--- src/rtl/sha256_pkg.sv ---
// Shared types, widths and the SHA-256 small-sigma functions used by the
// message schedule.
package sha256_pkg;

  localparam int WORD_W    = 32;
  localparam int BLOCK_W   = 512;
  localparam int WIN_DEPTH = 16;

  typedef logic [WORD_W-1:0] word_t;

  typedef enum logic {
    IDLE   = 1'b0,
    EXPAND = 1'b1
  } state_t;

  function automatic word_t rotr(input word_t x, input int unsigned n);
    return (x >> n) | (x << (WORD_W - n));
  endfunction

  function automatic word_t sha256_s0(input word_t x);
    return rotr(x, 7) ^ rotr(x, 18) ^ (x >> 3);
  endfunction

  function automatic word_t sha256_s1(input word_t x);
    return rotr(x, 17) ^ rotr(x, 19) ^ (x >> 10);
  endfunction

endpackage

--- src/rtl/sha256_msg_expand.sv ---
// Combinational next-word generator for the 16-word schedule window.
module sha256_msg_expand
  import sha256_pkg::*;
(
  input  word_t w14,
  input  word_t w9,
  input  word_t w1,
  input  word_t w0,
  output word_t w_new
);

  // W(t+16) = s1(W(t+14)) + W(t+9) + s0(W(t+1)) + W(t), wrapping at 32 bits
  always_comb begin
    w_new = sha256_s1(w14) + w9 + sha256_s0(w1) + w0;
  end

endmodule

--- src/rtl/message_schedule.sv ---
// SHA-256 message schedule: takes 512-bit padded blocks and streams
// W0..W(ROUNDS-1) one word per handshake using a 16-word sliding window.
// Optional MESSAGE_SCHEDULE_PREFETCH_EN adds a one-block prefetch buffer so
// consecutive blocks stream without a bubble.
//
// Handshakes: a transfer happens on a rising edge where valid and ready are
// both high and en is high. A source holding valid keeps its payload stable
// until the transfer; data_out* stay stable while data_out_valid & !ready.
module message_schedule
  import sha256_pkg::*;
#(
  parameter int ROUNDS = 64
) (
  input  logic                 clk,
  input  logic                 nrst,
  input  logic                 en,
  input  logic                 sync_rst,
  input  logic [BLOCK_W-1:0]   data_in,
  input  logic                 data_in_last,
  input  logic                 data_in_valid,
  output logic                 data_in_ready,
  output logic [WORD_W-1:0]    data_out,
  output logic [5:0]           data_out_index,
  output logic                 data_out_blk_end,
  output logic                 data_out_last,
  output logic                 data_out_valid,
  input  logic                 data_out_ready,
  output state_t               dbg_state
);

  localparam logic [5:0] LAST_T = 6'(ROUNDS - 1);

  state_t      state_q, state_d;
  word_t       win_q [WIN_DEPTH];
  word_t       win_d [WIN_DEPTH];
  logic [5:0]  t_q, t_d;
  logic        last_q, last_d;
  word_t       w_new;

  logic        in_fire;
  logic        out_fire;
  logic        end_fire;

`ifdef MESSAGE_SCHEDULE_PREFETCH_EN
  logic [BLOCK_W-1:0] buf_q, buf_d;
  logic               buf_last_q, buf_last_d;
  logic               buf_full_q, buf_full_d;
`endif

  assign in_fire  = en & data_in_valid & data_in_ready;
  assign out_fire = en & data_out_valid & data_out_ready;
  assign end_fire = out_fire & (t_q == LAST_T);

  sha256_msg_expand u_expand (
    .w14  (win_q[14]),
    .w9   (win_q[9]),
    .w1   (win_q[1]),
    .w0   (win_q[0]),
    .w_new(w_new)
  );

  // Output decode: every output is a function of registered state only
  always_comb begin
    data_out_valid   = (state_q == EXPAND);
    data_out         = win_q[0];
    data_out_index   = t_q;
    data_out_blk_end = (state_q == EXPAND) && (t_q == LAST_T);
    data_out_last    = (state_q == EXPAND) && (t_q == LAST_T) && last_q;
    dbg_state        = state_q;
`ifdef MESSAGE_SCHEDULE_PREFETCH_EN
    data_in_ready    = !buf_full_q;
`else
    data_in_ready    = (state_q == IDLE);
`endif
  end

  // Next-state: leave IDLE on a block, return only when no follow-on block exists
  always_comb begin
    state_d = state_q;
    case (state_q)
      IDLE: begin
        if (in_fire) state_d = EXPAND;
      end
      EXPAND: begin
        if (end_fire) begin
`ifdef MESSAGE_SCHEDULE_PREFETCH_EN
          if (!buf_full_q && !in_fire) state_d = IDLE;
`else
          state_d = IDLE;
`endif
        end
      end
      default: state_d = IDLE;
    endcase
  end

  // Window / counter / buffer datapath: load, shift-and-expand, or hold
  always_comb begin
    logic               load_now;
    logic [BLOCK_W-1:0] load_blk;
    logic               load_last;

    win_d     = win_q;
    t_d       = t_q;
    last_d    = last_q;
    load_now  = 1'b0;
    load_blk  = data_in;
    load_last = data_in_last;
`ifdef MESSAGE_SCHEDULE_PREFETCH_EN
    buf_d      = buf_q;
    buf_last_d = buf_last_q;
    buf_full_d = buf_full_q;
`endif

    if (state_q == IDLE) begin
      if (in_fire) load_now = 1'b1;
    end else if (out_fire) begin
      for (int k = 0; k < WIN_DEPTH - 1; k++) win_d[k] = win_q[k+1];
      win_d[WIN_DEPTH-1] = w_new;
      if (end_fire) begin
        t_d = 6'd0;
`ifdef MESSAGE_SCHEDULE_PREFETCH_EN
        if (buf_full_q) begin
          load_now   = 1'b1;
          load_blk   = buf_q;
          load_last  = buf_last_q;
          buf_full_d = 1'b0;
        end else if (in_fire) begin
          load_now = 1'b1;
        end
`endif
      end else begin
        t_d = t_q + 6'd1;
      end
    end

`ifdef MESSAGE_SCHEDULE_PREFETCH_EN
    // A block arriving mid-stream parks in the buffer; at the block end it goes straight to the window
    if (state_q == EXPAND && in_fire && !end_fire) begin
      buf_d      = data_in;
      buf_last_d = data_in_last;
      buf_full_d = 1'b1;
    end
`endif

    if (load_now) begin
      for (int k = 0; k < WIN_DEPTH; k++)
        win_d[k] = load_blk[BLOCK_W-1-WORD_W*k -: WORD_W];
      t_d    = 6'd0;
      last_d = load_last;
    end
  end

  // State register: async nrst, sync_rst has the same effect, en freezes everything
  always_ff @(posedge clk or negedge nrst) begin
    if (!nrst) begin
      state_q <= IDLE;
      t_q     <= 6'd0;
      last_q  <= 1'b0;
      for (int k = 0; k < WIN_DEPTH; k++) win_q[k] <= '0;
`ifdef MESSAGE_SCHEDULE_PREFETCH_EN
      buf_q      <= '0;
      buf_last_q <= 1'b0;
      buf_full_q <= 1'b0;
`endif
    end else if (sync_rst) begin
      state_q <= IDLE;
      t_q     <= 6'd0;
      last_q  <= 1'b0;
      for (int k = 0; k < WIN_DEPTH; k++) win_q[k] <= '0;
`ifdef MESSAGE_SCHEDULE_PREFETCH_EN
      buf_q      <= '0;
      buf_last_q <= 1'b0;
      buf_full_q <= 1'b0;
`endif
    end else if (en) begin
      state_q <= state_d;
      t_q     <= t_d;
      last_q  <= last_d;
      for (int k = 0; k < WIN_DEPTH; k++) win_q[k] <= win_d[k];
`ifdef MESSAGE_SCHEDULE_PREFETCH_EN
      buf_q      <= buf_d;
      buf_last_q <= buf_last_d;
      buf_full_q <= buf_full_d;
`endif
    end
  end

endmodule

--- config.mk ---
export PLATFORM = sky130hd
export DESIGN_NAME = message_schedule
export DESIGN_NICKNAME = d
export VERILOG_FILES = /design/src/rtl/sha256_pkg.sv /design/src/rtl/sha256_msg_expand.sv /design/src/rtl/message_schedule.sv
export SDC_FILE = /design/constraint.sdc
export NUM_CORES = 1
export LEC_CHECK = 0
export CORE_MARGIN = 4
export CORE_UTILIZATION = 45
export DETAILED_ROUTE_END_ITERATION = 6
export PLACE_DENSITY = 0.77
export RECOVER_POWER = 100
export SETUP_SLACK_MARGIN = 0.1
export SLEW_MARGIN = 20
export SYNTH_ARGS = -nofsm -noshare
export SYNTH_HDL_FRONTEND = slang
export SYNTH_HIERARCHICAL = 1
export SYNTH_SLANG_ARGS = --single-unit
--- constraint.sdc ---
create_clock -name clk -period 8.03 [get_ports clk]
set_input_delay 1.606 -clock clk [delete_from_list [all_inputs] [get_ports clk]]
set_output_delay 1.606 -clock clk [all_outputs]
set_load 0.02 [all_outputs]
Word-level counts from Yosys, hierarchy flattened --
Index checks and enable logic that the tools add are counted.
Cells by class: $add $sub $neg 4, bitwise operators 14, equality and inequality tests 1, multiply operators 0, reductions and logical operators 8, shift operators 0, order comparisons 0, div/mod/pow operators 0, mux-type cells 20
Operators with widths (count):
- $mux 512 | 5
- $add 32x32->32 | 3
- $xor 32x32->32 | 2
- $mux 6 | 6
- $or 13x32->32 | 1
- $or 14x32->32 | 1
- $or 15x32->32 | 1
- $or 25x32->32 | 1
- $xor 32x22->32 | 1
- $xor 32x29->32 | 1
- $mux 1 | 8
- $add 6x1->6 const B | 1
- $eq 6x6->1 const B | 1
- $reduce_bool 3->1 | 2
- $and 1x1->1 | 5
- $reduce_bool 2->1 | 2
- $reduce_and 3->1 | 1
- $logic_and 1x1->1 | 2
- $pmux 1 s2 | 1
- $reduce_and 2->1 | 1
- $not 1->1 | 1
Word-level totals: memories 0, bits in registers 520, bits in latches 0, input bits 519, memory bits (writable) 0, ROM bits 0, logic and storage cells 66, output and inout bits 43

Longest topological paths before layout --
Gate-level depths: netlist of run 1.
depth after elaboration 11, depth in mapped cells 16, gate-level depth less buffers 15

Modules after synthesis --
The synthesis of run 1 kept the hierarchy.
Modules (own cells, without submodules):
- message_schedule | seq. area each 13012.5 um2, instances 1, cells each 2928, area an instance 27121.0 um2
- sha256_msg_expand | seq. area each 0.0 um2, instances 1, cells each 522, area an instance 4396.7 um2

Worst setup path after synthesis of run 1 --
OpenSTA, ideal clock, no wires.
path type reg-to-reg, start point reg win_q[52] (netlist bit), end point reg win_q[25] (netlist bit), data arrival time 3.878 ns, library setup time 0.099 ns, path buffers 0, data required time 7.931 ns, cell stages (with the launch flop) 15, slack 4.053 ns, clock period less this slack 3.977 ns, cells stage by stage dfrtp_1 -> xnor2_1 -> xnor2_1 -> fa_1 -> fa_1 -> ha_1 -> fa_1 -> a21o_1 -> a221oi_4 -> o2111ai_2 -> a221oi_4 -> o21ai_1 -> xor2_1 -> nand2_1 -> a311oi_1
Between the ends: word-level cells in the longest chain between the ends 11, elaborated cells on any way between the ends 12, those cells by class add/sub: 3; mux: 5; bitwise: 4
RTL lines:
- from (decl) | line message_schedule.sv:34 | word_t win_q [WIN_DEPTH];
- $or 13x32->32 or $or 15x32->32 (tied branches) | line sha256_pkg.sv:17 | return (x >> n) | (x << (WORD_W - n));
- $xor 32x32->32 | line sha256_pkg.sv:25 | return rotr(x, 17) ^ rotr(x, 19) ^ (x >> 10);
- $xor 32x22->32 (*) | line sha256_pkg.sv:25
- $add 32x32->32 (*) (3 in series) | line sha256_msg_expand.sv:14 | w_new = sha256_s1(w14) + w9 + sha256_s0(w1) + w0;
- net w_new[25] | line message_schedule.sv:38 | word_t w_new;
- $mux 512 (*) | line message_schedule.sv:117 | end else if (out_fire) begin
- $mux 512 (*) | line message_schedule.sv:115 | if (state_q == IDLE) begin
- $mux 512 (*) | line message_schedule.sv:146 | if (load_now) begin
- $mux 512 (*) | line message_schedule.sv:176 | end else if (en) begin
- $mux 512 (*) | line message_schedule.sv:166 | end else if (sync_rst) begin
Mark *: on every way through the listed nets, which the timed path passes. The rest lies on a longest branch. The select of a mux whose other input is x is not followed. A chain may end at the register's enable or synchronous reset.

Final worst setup path of run 1 --
start point in data_in_valid, end point reg win_q[50] (netlist bit)
Between the ends: word-level cells in the longest chain between the ends 7, elaborated cells on any way between the ends 10, those cells by class mux: 5; bitwise: 2; reduce/logical: 3
RTL lines:
- from (decl) | line message_schedule.sv:20 | input logic data_in_valid,
- $and 1x1->1 (*) (2 in series) | line message_schedule.sv:50 | assign in_fire = en & data_in_valid & data_in_ready;
- $mux 1 (*) | line message_schedule.sv:116 | if (in_fire) load_now = 1'b1;
- $mux 1 (*) | line message_schedule.sv:115
- $mux 512 | line message_schedule.sv:146
- $mux 512 | line message_schedule.sv:176
- $mux 512 | line message_schedule.sv:166
Every way passes the cells marked *; elsewhere a longest branch is shown, timed or not. The select of a mux whose other input is x is not followed.

==> summary.md, run 1 <==
| Metric | Value |
|---|---|
| Total Power | `just under 9 mW` |
| Vias in the first global route | `26300` |
| Crit path depth | `6` |
| #FFs+latches synth | `520` |
| Worst-skew pair later-pin latency | `between 0.6 and 0.7 ns` |
| Max Cap Viol | `5` |
| WP buf/inv | `2` |
| Vias per std cell | `slightly below 6` |
| Worst EP required | `about 8.5 ns` |
| Sink Count | `520` |
| RSZ-0062 raised after global routing | `false` |
| Fin. max-slew vios | `254` |
| DRC Markers | `0` |
| Final core utilization | `between 50% and 60%` |
| Rel. slew slack | `-158%` |
| Via count | `roughly 28000` |
| DPL Wire Length | `between 80000 and 90000 um` |
| Setup bufs post-CTS | `0` |
| Clock Path Buffers | `3` |
| Most used routing layer | `met2` |
| CTS root buffer | `clkbuf_16` |
| Slowest cell on the critical path | `and2_0` |
| Syn_area_per_cell | `between 9 and 10 um2` |
| Cell family with most CP delay | `simple AND/OR/NAND/NOR gates` |
| Worst setup SP type | `primary input` |
| Origin of the worst setup path | `data_in_valid` |
| Die width | `273 um` |
| Yosys cell types | `54` |
| Wirelength per Cell | `between 20 and 25 um` |
| Post-layout min period | `6.08 ns` |
| Pwr Density | `226 nW/um2` |
| Initial antenna violation count | `15` |
| Resize count post-CTS | `0` |
| Met1 Resource Use GR | `about two fifths` |
| GP Congestion | `roughly 1.0` |
| Predominant post-synthesis flop cell | `dfrtp_1` |
| WP data arrival | `between 6 and 7 ns` |
| Fin. Hold Viols | `0` |
| Kind of critical path | `primary input to flop` |
| Die Footprint | `74300 um2` |
| Tightest Hold Check Type | `flop to flop` |
| Fraction of registers with async set/reset | `100%` |
| WL final | `117000 um` |
| Max incr delay on CP | `2.41 ns` |
| Setup violations, final | `0` |
| Worst Tran Pin Value | `between 3 and 4 ns` |
| Max Fclk | `around 160 MHz` |
| Initial DRC Count | `about 3600` |
| H-tree levels | `2` |
| Reg2Reg Depth | `5` |
| Crit path capture | `win_q[50]` |
| Chip Height | `between 200 and 300 um` |
| Yosys warns | `6` |
| Post-CTS Hold Buffers | `0` |
| Grt ovf | `0` |
| Placeable Area | `between 60000 and 70000 um2` |
| Worst-path fanout max | `between 200 and 250` |
| First-pass iteration count of the detailed router | `5` |
| Peak supply drop | `approximately 160 uV` |
| Area Overhead vs Synth | `22.8%` |
| Failing checks | `max-capacitance violations, max-slew violations` |
| Fillers | `around 6100` |
| Largest net degree at the start of global routing | `237` |
| Crit end category | `flop` |
| Cell Area, Synth | `31500 um2` |
| R2r setup slk | `3.03 ns` |
| Commonest non-fill, non-tap cell in the layout | `nand2_1` |
| Global-route wire length before repair | `roughly 170000 um` |
| Row count | `96` |
| Period utilization | `75.8%` |
| PortBufs | `561` |
| Clk slew on worst S/H paths | `around 0.06 ns` |
| Critical Path, Cell by Cell | `dlygate4sd3_1 -> mux2_4 -> and2_0 -> buf_12 -> nor2_1 -> a311oi_1` |
| Hold Path Origin | `win_q[4]` |
| Nets | `~4400` |
| Reg-to-Reg Start | `data_out_valid` |
| IO Pins | `between 500 and 600` |
| GRT Util Overall | `30.2%` |
| TritonCTS clock tree | `built` |
| Status | `finished with violations` |
| Static leakage | `15.0 nW` |
| Met2 Use GR | `a little under half` |
| Setup_tns | `0 ns` |
| Met3 Resource Use GR | `under 10%` |
| Non-filler cells, final | `between 4000 and 5000` |
| Antenna Nets Post-Route | `0` |
| R2r endpoint | `win_q[50]` |
| Setup Skew | `about 0.045 ns` |
| Post-synth EDFFs | `0` |
| Most frequent cells in the layout | `nand2_1, nor2_1, dfrtp_1` |
| Share of cells above drive strength 1 | `a little over a tenth` |
| Post-Syn Nets | `between 4000 and 5000` |
| Cell count after synthesis | `3450` |
| Seq/Total Area, Yosys | `around 41%` |
| Cell total after placement | `around 4600` |
| Total CTS buffers | `57` |
| Initial Util | `approximately 46%` |
-- registers in the layout, summed over array words and instances (netlist names) --
| name | cells |
|---|---|
| data_out | 32 |
| data_out_index | 6 |
| data_out_valid | 1 |
| last_q | 1 |
| win_q | 480 |
-- kinds of logic after synthesis --
group / count (synthesis) / share of synthesized area [%]
AND/OR/NAND/NOR: 1643 / 20.0
AO/OA/AOI/OAI: 621 / 22.6
flip-flops: 520 / 41.3
buffers and inverters: 423 / 6.78
XOR/XNOR: 147 / 4.08
adder cells (fa/ha/maj): 94 / 5.21
multiplexers: 2 / 0.0794
-- metal layers --
layer | up-vias | routed length (um)
li1 | 12500 | -
met1 | 13700 | 46800
met2 | 1273 | 54700
met3 | 238 | 9990
met4 | 10 | 5860
met5 | - | 65
-- cells in the mapped netlist (3+ instances only) --
library cell | instances | area [um2]
a211oi_1 | 3 | 22.5
a21boi_0 | 4 | 30.0
a21o_1 | 9 | 67.6
a21oi_1 | 34 | 170
a221oi_1 | 4 | 35.0
a311oi_1 | 215 | 1880
a311oi_2 | 300 | 4500
and2_1 | 6 | 37.5
and3_1 | 8 | 50.1
buf_2 | 100 | 500
buf_4 | 43 | 323
buf_6 | 35 | 394
clkbuf_1 | 150 | 563
dfrtp_1 | 520 | 13000
fa_1 | 62 | 1240
ha_1 | 32 | 400
inv_1 | 92 | 345
nand2_1 | 1049 | 3940
nand3_1 | 18 | 90.1
nand4_1 | 5 | 31.3
nor2_1 | 535 | 2010
nor2b_1 | 5 | 31.3
nor3_1 | 7 | 35.0
o2111ai_1 | 3 | 26.3
o21a_1 | 5 | 37.5
o21ai_0 | 8 | 40.0
o21ai_1 | 11 | 55.1
o21bai_1 | 7 | 52.6
o31ai_1 | 3 | 22.5
or3_1 | 4 | 25.0
xnor2_1 | 116 | 1020
xor2_1 | 31 | 272
-- where the power goes --
group / total, mW / internal [mW] / switching, mW
clock: 2.65 / 1.50 / 1.15
combinational: 3.03 / 1.16 / 1.87
sequential: 3.06 / 2.82 / 0.236
-- final cells by class --
cell class / instances / area (um2) / area share (%)
diodes: 11 / 27.5 / 0.0711
clock buffers: 87 / 1700 / 4.39
clock inverters: 16 / 175 / 0.453
inverters: 93 / 349 / 0.902
multi-input cells: 2507 / 16300 / 42.1
flip-flops and latches: 520 / 13000 / 33.6
well taps: 931 / 1160 / 3.01
repair buffers: 588 / 5990 / 15.5
-- worst min path at each step --
stage | to | slack [ns] | cells past startpoint
2_1_floorplan | last_q | 0.50 | 2
3_3_place_gp | last_q | 0.50 | 2
3_5_place_dp | last_q | 0.52 | 2
4_1_cts | win_q[34] | 0.51 | 2
5_1_grt | win_q[34] | 0.54 | 2
6_report | win_q[36] | 0.51 | 2
-- per-stage QoR --
| step | cell area [um2] | hold WS, ns | setup slack [ns] |
|---|---|---|---|
| floorplan | 31500 | 0.496 | 4.05 |
| global placement | 36900 | 0.504 | 3.18 |
| detailed placement | 36900 | 0.519 | 3.23 |
| CTS | 38800 | 0.511 | 3.56 |
| global route | 38700 | 0.537 | 1.60 |
| finish | 38700 | 0.510 | 1.95 |
-- worst reg2reg max path, stage by stage, from the launching register on --
cell and delay (ns):
dfrtp_1 0.46, mux2_4 0.26, and2_0 2.41, buf_12 0.68, nor2_1 0.44, a311oi_1 0.60
(Power assumes the default switching activity.)
==> run 2: changes to the inputs <==
--- a/config.mk
+++ b/config.mk
@@ -8,7 +8,7 @@
 export CORE_MARGIN = 4
 export CORE_UTILIZATION = 45
 export DETAILED_ROUTE_END_ITERATION = 6
-export PLACE_DENSITY = 0.77
+export PLACE_DENSITY = 0.8
 export RECOVER_POWER = 100
 export SETUP_SLACK_MARGIN = 0.1
 export SLEW_MARGIN = 20
==> constraint.sdc (replaced) <==
create_clock -name clk -period 5 [get_ports clk]
set_input_delay 1 -clock clk [delete_from_list [all_inputs] [get_ports clk]]
set_output_delay 1 -clock clk [all_outputs]
set_load 0.02 [all_outputs]
==> summary.md, run 2 (synthesis gave the netlist of run 1 again) <==
| Metric | Value |
|---|---|
| PortBufs | `561 (unchanged)` |
| Die width | `273 um (unchanged)` |
| Rel. slew slack | `-104% (+54 points)` |
| Wirelength per Cell | `25.1 um (+1.4%)` |
| Worst EP required | `5.49 ns (-3.01 ns)` |
| RSZ-0062 raised after global routing | `false` |
| IO Pins | `562 (unchanged)` |
| Static leakage | `15.1 nW (+0.77%)` |
| Reg area | `13000 um2 (unchanged)` |
| Met2 Use GR | `49.5% (+1.6 points)` |
| Post-layout min period | `4.67 ns` |
| Status | `finished with violations` |
| Share of cells above drive strength 1 | `7.71% (-3.0 points)` |
| Total Power | `14.2 mW (+62%)` |
| Fin. max-slew vios | `248 (-2.4%)` |
| Die Footprint | `74300 um2 (unchanged)` |
| Placeable Area | `69100 um2 (unchanged)` |
| Pwr Density | `370 nW/um2 (+64%)` |
| Peak supply drop | `269 uV (+69%)` |
| Setup violations, final | `0 (unchanged)` |
| CTS root buffer | `clkbuf_16` |
| TritonCTS clock tree | `built` |
| GRT Util Overall | `31.3% (+1.1 points)` |
| Global-route wire length before repair | `176000 um (+3.8%)` |
| Vias per std cell | `5.88 (+0.83%)` |
| Area Overhead vs Synth | `21.3%` |
| Worst-path fanout max | `9 (-96%)` |
| Max Fclk | `about 210 MHz` |
| H-tree levels | `2 (unchanged)` |
| Clk slew on worst S/H paths | `0.06 ns (about the same)` |
| Final core utilization | `55.3% (-0.70 points)` |
| Total CTS buffers | `56 (-1.8%)` |
| Fillers | `6185 (+1.8%)` |
| Worst-skew pair later-pin latency | `0.63 ns (about the same)` |
| DPL Wire Length | `91000 um (+5.8%)` |
| DRC Markers | `0 (unchanged)` |
| Met1 Resource Use GR | `41.1% (+0.90 points)` |
| Max Cap Viol | `5 (unchanged)` |
| Resize count post-CTS | `0 (unchanged)` |
| Failing checks | `max-capacitance violations, max-slew violations` |
| Fin. Hold Viols | `0 (unchanged)` |
| Setup bufs post-CTS | `0 (unchanged)` |
| Worst setup margin | `0.330 ns (-1.62 ns)` |
| Tightest Hold Check Type | `flop to flop` |
| First-pass iteration count of the detailed router | `5 (unchanged)` |
| Crit end category | `flop` |
| Setup Skew | `0.0329 ns (-0.0119 ns)` |
| Most used routing layer | `met2` |
| Row count | `96 (unchanged)` |
| Largest net degree at the start of global routing | `127 (-46%)` |
| Initial antenna violation count | `18 (+3)` |
| Period utilization | `approximately 93%` |
| Clock Path Buffers | `3 (unchanged)` |
| Commonest non-fill, non-tap cell in the layout | `nand2_1` |
| Top reg by flops | `win_q` |
| Design area | `38200 um2 (-1.3%)` |
| Initial DRC Count | `3540 (-0.34%)` |
| Most frequent cells in the layout | `nand2_1, nor2_1, dfrtp_1` |
| Dpl ws | `0.585 ns (-2.64 ns)` |
| Vias in the first global route | `27400 (+4.1%)` |
| Setup_tns | `0 ns (unchanged)` |
| Max FFs per register | `480 (unchanged)` |
| Grt ovf | `0 (unchanged)` |
| Placed Area | `37500 um2 (+1.6%)` |
| WP data arrival | `5.16 ns (-1.40 ns)` |
| Via count | `28200 (+1.9%)` |
| Kind of critical path | `flop to flop` |
| Worst setup SP type | `flop` |
| Nets | `4432 (+1.2%)` |
| Sink Count | `520 (unchanged)` |
| Chip Height | `273 um (unchanged)` |
| Antenna Nets Post-Route | `0 (unchanged)` |
| Post-CTS Hold Buffers | `0 (unchanged)` |
| Initial Util | `45.6% (unchanged)` |
| Met3 Resource Use GR | `5.92% (-0.19 points)` |
| WL final | `120000 um (+2.5%)` |
| Multi-input logic area | `15300 um2 (-5.9%)` |
| GP Congestion | `0.980 (-1.9%)` |
| Worst Tran Pin Value | `3.06 ns (-0.808 ns)` |
==> run 2: cell types whose count changed in the layout (fill, tap and decap cells not counted), moves of 2 or more <==
| cell | before | now |
|---|---|---|
| a311oi_2 | 285 | 137 |
| a311oi_1 | 230 | 378 |
| clkbuf_2 | 1 | 10 |
| inv_6 | 2 | 0 |
| clkbuf_16 | 58 | 56 |
| bufinv_16 | 1 | 7 |
| buf_12 | 14 | 20 |
| o21ai_0 | 8 | 15 |
| o21ai_1 | 11 | 4 |
| buf_4 | 11 | 30 |
| clkbuf_1 | 17 | 31 |
| clkbuf_4 | 0 | 3 |
==> run 2: critical path: stages (launching register included) <==
cell and delay [ns]:
dfrtp_1 0.52, xnor2_1 0.20, xnor2_1 0.44, fa_1 0.52, fa_1 0.50, ha_1 0.54
a21oi_1 0.19, o21ai_1 0.13, nor2_1 0.09, a21oi_1 0.21, nand3_1 0.12, a221oi_1 0.33
clkbuf_1 0.28, nand2_1 0.11, a311oi_1 0.34
==> run 2: worst paths after layout <==
kind                       startpoint          to  slack, ns  cells after the start
setup / recovery            win_q[63]   win_q[30]       0.33                     14
hold / removal                 last_q      last_q       0.53                      2
setup reg to reg            win_q[63]   win_q[30]       0.33                     14
hold reg to reg                last_q      last_q       0.53                      2
max in group asynchronous        nrst  win_q[268]       0.95                      2
min in group asynchronous        nrst  win_q[109]       1.37                      1
==> run 2: through the flow <==
step | hold slack, ns | cells
CTS | 0.490 | 4794
global placement | 0.504 | 4692
global route | 0.563 | 4805
detailed placement | 0.532 | 4692
floorplan | 0.496 | 3450
finish | 0.534 | 4805
==> run 2: power breakdown <==
part | internal [mW] | total [mW] | switching [mW]
combinational | 1.85 | 4.82 | 2.97
sequential | 4.53 | 4.89 | 0.359
clock | 2.62 | 4.44 | 1.82
total | 9.00 | 14.2 | 5.15
==> run 2: area by class of cell <==
cell class                      count  share of cell area, %
Multi-Input combinational cell   2507                   40.1
Sequential cell                   520                   34.0
Antenna cell                       11                 0.0720
Clock buffer                       82                   4.26
Timing Repair Buffer              641                   16.7
Clock inverter                     20                  0.848
Tap cell                          931                   3.05
Inverter                           93                  0.913
==> run 2: routing by layer <==
| metal | wire length (um) | vias to the layer above |
|---|---|---|
| met4 | 7480 | 12 |
| met2 | 55700 | 1441 |
| met3 | 9940 | 300 |
| li1 | - | 12600 |
| met5 | 65 | - |
| met1 | 47200 | 13900 |
